$ cat config.mk
export PLATFORM = sky130hd
export DESIGN_NAME = uart_mem_loader
export DESIGN_NICKNAME = d
export VERILOG_FILES = /design/src/rtl/uart_mem_loader.sv
export SDC_FILE = /design/constraint.sdc
export NUM_CORES = 1
export LEC_CHECK = 0
export CORE_MARGIN = 3
export CORE_UTILIZATION = 45
export CTS_CLUSTER_SIZE = 20
export DETAILED_ROUTE_END_ITERATION = 16
export GPL_ROUTABILITY_DRIVEN = 1
export HOLD_SLACK_MARGIN = 0.15
export PLACE_DENSITY_LB_ADDON = 0.25
export SYNTH_ARGS = -nofsm -noshare
export SYNTH_HDL_FRONTEND = slang
export SYNTH_SLANG_ARGS = --single-unit
$ cat constraint.sdc
create_clock -name clk -period 3.6 [get_ports clk]
set_input_delay 0.72 -clock clk [delete_from_list [all_inputs] [get_ports clk]]
set_output_delay 0.72 -clock clk [all_outputs]
set_load 0.01 [all_outputs]
$ cat src/rtl/uart_mem_loader.sv
// UART-driven loader for BRAM port B: receives 8N1 bytes, parses an A5/count/data
// frame and writes consecutive 16-bit words starting at BASE_ADDR.
module uart_mem_loader #(
    parameter int unsigned WIDTH        = 16,
    parameter int unsigned ADDR_WIDTH   = 16,
    parameter int unsigned CLKS_PER_BIT = 434,
    parameter int unsigned BASE_ADDR    = 0
) (
    input  logic                  clk,
    input  logic                  reset,
    input  logic                  rx,
    output logic [WIDTH-1:0]      data_b,
    output logic [ADDR_WIDTH-1:0] addr_b,
    output logic                  we_b,
    output logic                  busy,
    output logic                  done,
    output logic                  err
);

    localparam int unsigned TICK_W = (CLKS_PER_BIT > 2) ? $clog2(CLKS_PER_BIT) : 1;
    localparam int unsigned BYTE_W = 8;
    localparam int unsigned CNT_W  = 16;
    localparam logic [TICK_W-1:0]     TICK_LAST = TICK_W'(CLKS_PER_BIT - 1);
    localparam logic [TICK_W-1:0]     TICK_HALF = TICK_W'(CLKS_PER_BIT / 2 - 1);
    localparam logic [BYTE_W-1:0]     HDR_BYTE  = 8'hA5;
    localparam logic [ADDR_WIDTH-1:0] BASE      = ADDR_WIDTH'(BASE_ADDR);

    typedef enum logic [1:0] {
        RX_IDLE,
        RX_START,
        RX_DATA,
        RX_STOP
    } rx_state_e;

    typedef enum logic [2:0] {
        LD_WAIT_HDR,
        LD_CNT_HI,
        LD_CNT_LO,
        LD_DATA_HI,
        LD_DATA_LO,
        LD_WRITE,
        LD_DONE
    } ld_state_e;

    // rx synchronizer plus one extra stage for falling-edge detection
    logic rx_meta_q, rx_sync_q, rx_prev_q;

    always_ff @(posedge clk) begin
        if (reset) begin
            rx_meta_q <= 1'b1;
            rx_sync_q <= 1'b1;
            rx_prev_q <= 1'b1;
        end else begin
            rx_meta_q <= rx;
            rx_sync_q <= rx_meta_q;
            rx_prev_q <= rx_sync_q;
        end
    end

    rx_state_e          rx_state_q, rx_state_d;
    logic [TICK_W-1:0]  tick_q, tick_d;
    logic [2:0]         bit_idx_q, bit_idx_d;
    logic [BYTE_W-1:0]  shreg_q, shreg_d;
    logic               byte_valid_q, byte_valid_d;
    logic               frame_err_q, frame_err_d;

    always_ff @(posedge clk) begin
        if (reset) begin
            rx_state_q   <= RX_IDLE;
            tick_q       <= '0;
            bit_idx_q    <= '0;
            shreg_q      <= '0;
            byte_valid_q <= 1'b0;
            frame_err_q  <= 1'b0;
        end else begin
            rx_state_q   <= rx_state_d;
            tick_q       <= tick_d;
            bit_idx_q    <= bit_idx_d;
            shreg_q      <= shreg_d;
            byte_valid_q <= byte_valid_d;
            frame_err_q  <= frame_err_d;
        end
    end

    // UART receiver: mid-bit sampling, start-bit glitch rejection
    always_comb begin
        rx_state_d   = rx_state_q;
        tick_d       = tick_q + TICK_W'(1);
        bit_idx_d    = bit_idx_q;
        shreg_d      = shreg_q;
        byte_valid_d = 1'b0;
        frame_err_d  = 1'b0;
        case (rx_state_q)
            RX_IDLE: begin
                tick_d = '0;
                if (rx_prev_q && !rx_sync_q) begin
                    rx_state_d = RX_START;
                end
            end
            RX_START: begin
                if (tick_q == TICK_HALF) begin
                    tick_d    = '0;
                    bit_idx_d = '0;
                    rx_state_d = rx_sync_q ? RX_IDLE : RX_DATA;
                end
            end
            RX_DATA: begin
                if (tick_q == TICK_LAST) begin
                    tick_d    = '0;
                    shreg_d   = {rx_sync_q, shreg_q[BYTE_W-1:1]};
                    bit_idx_d = bit_idx_q + 3'd1;
                    if (bit_idx_q == 3'd7) begin
                        rx_state_d = RX_STOP;
                    end
                end
            end
            RX_STOP: begin
                if (tick_q == TICK_LAST) begin
                    tick_d       = '0;
                    rx_state_d   = RX_IDLE;
                    byte_valid_d = rx_sync_q;
                    frame_err_d  = !rx_sync_q;
                end
            end
            default: rx_state_d = RX_IDLE;
        endcase
    end

    ld_state_e             ld_state_q, ld_state_d;
    logic [ADDR_WIDTH-1:0] ptr_q, ptr_d;
    logic [CNT_W-1:0]      cnt_q, cnt_d;
    logic [BYTE_W-1:0]     hi_q, hi_d;
    logic [WIDTH-1:0]      data_q, data_d;
    logic [ADDR_WIDTH-1:0] addr_q, addr_d;
    logic                  we_q, we_d;
    logic                  busy_q, busy_d;
    logic                  done_q, done_d;
    logic                  err_q, err_d;
    logic [CNT_W-1:0]      count_full;

    assign count_full = {cnt_q[CNT_W-1:BYTE_W], shreg_q};

    always_ff @(posedge clk) begin
        if (reset) begin
            ld_state_q <= LD_WAIT_HDR;
            ptr_q      <= BASE;
            cnt_q      <= '0;
            hi_q       <= '0;
            data_q     <= '0;
            addr_q     <= BASE;
            we_q       <= 1'b0;
            busy_q     <= 1'b0;
            done_q     <= 1'b0;
            err_q      <= 1'b0;
        end else begin
            ld_state_q <= ld_state_d;
            ptr_q      <= ptr_d;
            cnt_q      <= cnt_d;
            hi_q       <= hi_d;
            data_q     <= data_d;
            addr_q     <= addr_d;
            we_q       <= we_d;
            busy_q     <= busy_d;
            done_q     <= done_d;
            err_q      <= err_d;
        end
    end

    // Loader: outputs are set on the transition so we_b/done are high in WRITE/DONE
    always_comb begin
        ld_state_d = ld_state_q;
        ptr_d      = ptr_q;
        cnt_d      = cnt_q;
        hi_d       = hi_q;
        data_d     = data_q;
        addr_d     = addr_q;
        we_d       = 1'b0;
        busy_d     = busy_q;
        done_d     = 1'b0;
        err_d      = err_q;
        if (frame_err_q) begin
            err_d = 1'b1;
            if (ld_state_q != LD_WAIT_HDR) begin
                ld_state_d = LD_WAIT_HDR;
                busy_d     = 1'b0;
            end
        end else begin
            case (ld_state_q)
                LD_WAIT_HDR: begin
                    if (byte_valid_q && shreg_q == HDR_BYTE) begin
                        err_d      = 1'b0;
                        busy_d     = 1'b1;
                        ptr_d      = BASE;
                        ld_state_d = LD_CNT_HI;
                    end
                end
                LD_CNT_HI: begin
                    if (byte_valid_q) begin
                        cnt_d      = {shreg_q, cnt_q[BYTE_W-1:0]};
                        ld_state_d = LD_CNT_LO;
                    end
                end
                LD_CNT_LO: begin
                    if (byte_valid_q) begin
                        cnt_d = count_full;
                        if (count_full == '0) begin
                            done_d     = 1'b1;
                            busy_d     = 1'b0;
                            ld_state_d = LD_DONE;
                        end else begin
                            ld_state_d = LD_DATA_HI;
                        end
                    end
                end
                LD_DATA_HI: begin
                    if (byte_valid_q) begin
                        hi_d       = shreg_q;
                        ld_state_d = LD_DATA_LO;
                    end
                end
                LD_DATA_LO: begin
                    if (byte_valid_q) begin
                        we_d       = 1'b1;
                        data_d     = WIDTH'({hi_q, shreg_q});
                        addr_d     = ptr_q;
                        ld_state_d = LD_WRITE;
                    end
                end
                LD_WRITE: begin
                    ptr_d = ptr_q + ADDR_WIDTH'(1);
                    cnt_d = cnt_q - CNT_W'(1);
                    if (cnt_q == CNT_W'(1)) begin
                        done_d     = 1'b1;
                        busy_d     = 1'b0;
                        ld_state_d = LD_DONE;
                    end else begin
                        ld_state_d = LD_DATA_HI;
                    end
                end
                LD_DONE: ld_state_d = LD_WAIT_HDR;
                default: ld_state_d = LD_WAIT_HDR;
            endcase
        end
    end

    assign data_b = data_q;
    assign addr_b = addr_q;
    assign we_b   = we_q;
    assign busy   = busy_q;
    assign done   = done_q;
    assign err    = err_q;

endmodule

==> results_dict.tcl <==
set metrics [dict create \
    cts_buffer_depth 2 \
    final_nets 599 \
    gp_congestion 0.9179 \
    path_clk_slew_ps 100 \
    vdd_drop_max_uv 203.0 \
    area_growth_pct 14.35 \
    clk_latency_ps 370 \
    maxCapViolations 0 \
    via_per_inst 5.668 \
    wirelength_um 11000 \
    syn_area_mm2 0.004716 \
    htree_levels 3 \
    wl_met3_um 564 \
    hold_class "reg -> reg" \
    seq_area_frac_synth_pct 45.00 \
    setup_viol 0 \
    arrival_ps 2590 \
    cts_made_buffers 9 \
    antenna_found_initial 0 \
    vias 4115 \
    synthDistinctLibCells 64 \
    cp-startpoint "ld_state_q[0]$_SDFFE_PP0P_" \
    fin_util_pct 53.93 \
    tns_ps 0 \
    grt_util_all_layers_pct 19.81 \
    relSlewSlack_pct 42.84 \
    ys.flop_type "dfxtp_1" \
    grt_pass1_vias 3719 \
    synth_area_per_cell_um2 8.302 \
    fin_crit_sh_pct 63.71 \
    drtIter0Drc 295 \
    rsz0062_at_grt "no" \
    finClkSkew_ps 8.976 \
    p_leak_uw 0.001761 \
    synthCells 568 \
    firstDrtPassIters 5 \
    grt-ovfl-total 0 \
    worstSetupStartpointType "register" \
    cts_hold_buf 0 \
    met1_length_um 5542 \
    postCtsSetupRepairBufs 0 \
    cts_resized 0 \
    required_ps 3890 \
    place_hpwl_um 7433 \
    worstSetupPathType "reg -> reg" \
    drc_errors 0 \
    async_flop_share_pct 0 \
    clock_sinks 106 \
    die_w_um 108.4 \
    max_freq_mhz 436.0 \
    r2r_start "ld_state_q[0]$_SDFFE_PP0P_" \
    port_buffers 38 \
    worst_pin_slew_ps 852.7 \
    start_util_pct 47.16 \
    grt_pass1_wl_um 18750 \
    ioPinCount 39 \
    yosys_warnings 0 \
    fin_crit_ps 2294 \
    drive_above_1_share_pct 5.902 \
    hp-start "rx_meta_q$_SDFF_PP1_" \
    wl_per_cell_um 15.15 \
    final-hold-violation-count 0 \
    synth_edf_count 0 \
    wl_met2_um 4712 \
    powerDensity_mw_per_mm2 379.6 \
    critPathMaxFanout 16 \
    ys_ff_latch 106 \
    topRoutingLayerUsed "met4" \
    synth_fp_nets 579 \
    grt_max_degree 78 \
    cts_root_buf "clkbuf_8" \
    core_region_area_mm2 0.01000 \
    tritoncts "built" \
    r2r_slack_ps 1310 \
    die-area_mm2 0.01174 \
    endpoint_kind "register" \
    status "finished, final reports clean" \
    rows 36 \
    die_h_um 108.4 \
    n_antenna_cell 0 \
    ant_nets 0 \
    finalMaxSlewViolations 0 \
]
## metrics by stage
stage	hold slack, ps	instances	cell area (um2)	total power [uW]	setup WS [ps]
2_1_floorplan	389.5	568	4716	1234	1648
3_3_place_gp	392.2	710	5166	1243	1367
3_5_place_dp	406.4	710	5166	1244	1317
4_1_cts	429.7	726	5393	2068	1315
5_1_grt	436.2	726	5393	2121	1104
6_report	425.9	726	5393	2047	1306
## registers in the layout, indices dropped and copies added (netlist names), named ones only
register and count:
addr_b 16, bit_idx_q 3, busy 1, byte_valid_q 1, cnt_q 16, data_b 16
done 1, err 1, frame_err_q 1, hi_q 8, ld_state_q 3, ptr_q 16
rx_meta_q 1, rx_prev_q 1, rx_state_q 1, rx_sync_q 1, shreg_q 8, tick_q 9
we_b 1
## layout by cell type, fill, tap and decap left out, types with 3 or more instances in the layout
cell             netlist  final
nand3_1               12     12
o2111ai_1              4      4
o21ai_0               22     22
nor3b_1                4      4
nor2_1                74     74
a22o_1                 3      3
a22oi_1                8      8
inv_1                 12     12
or2_2                  4      4
clkbuf_8               0     10
nand2_1               88     88
o21ai_1                5      5
nor3_1                 6      6
ha_1                   8      8
xnor2_1               10     10
clkdlybuf4s50_1        0     37
mux2i_1               17     17
and3_1                 6      6
or3_1                  6      6
nand4b_1               3      3
dfxtp_1              106    106
a211oi_1               6      6
and4_1                 3      3
xor2_1                 5      5
a21oi_1               53     53
nor4_1                12     11
nand2b_1               3      3
nand4_1                6      6
a31oi_1                4      4
buf_4                  0      5
and2_1                 4      4
## layer usage
metal  GRT usage, %  up-vias
met5              0        -
met4          8.206        0
met3          3.881       13
met2          27.66      102
met1          29.59     1962
li1               -     2038
## cells in the mapped netlist, types with 6 or more instances
cell type	n	area, um2
clkbuf_1	27	101.4
nand4_1	6	37.54
a211oi_1	6	45.04
or3_1	6	37.54
nor3_1	6	30.03
mux2i_1	17	170.2
inv_1	12	45.04
a21oi_1	53	265.3
nor4_1	12	75.07
ha_1	8	100.1
a22oi_1	8	60.06
xnor2_1	10	87.58
and3_1	6	37.54
nor2_1	74	277.8
nand3_1	12	60.06
o21ai_0	22	110.1
nand2_1	88	330.3
buf_2	6	30.03
dfxtp_1	106	2122
## cell type report
cell class              count  area, um2
flip-flops and latches    106       2122
clock inverters             5      85.08
multi-input cells         416       2420
fillers                   966       4607
well taps                 133      166.4
repair buffers             43      412.9
inverters                  12      45.04
clock buffers              11      141.4
## power breakdown
part           total, uW  internal, uW  switching (uW)
logic               34.8          9.89            24.9
registers           1180          1180            7.02
clock network        830           415             415
## worst paths after layout
| path | to | depth (start not counted) |
|---|---|---|
| worst max-delay path | ptr_q[15]$_SDFFE_PP0P_ | 5 |
| worst min-delay path | rx_sync_q$_SDFF_PP1_ | 1 |
| worst max register to register | ptr_q[15]$_SDFFE_PP0P_ | 5 |
| worst min register to register | rx_sync_q$_SDFF_PP1_ | 1 |
## cell families after synthesis
logic type,after synthesis,synth area share (%)
adders and majority gates,8,2.123
AOI/OAI and AO/OA,123,16.03
DFF,106,45.00
and+or+nand+nor,253,26.64
buffers and inverters,46,3.821
muxes,17,3.608
xor gates and xnor gates,15,2.786
## worst max-delay path: stages, from the launching register on
cell and delay [ps]:
dfxtp_1 460, nor4_1 410, and4_4 310, o2111ai_1 370, or4_1 520, a21oi_1 140
Note: power is estimated with default switching activity, not from simulation.
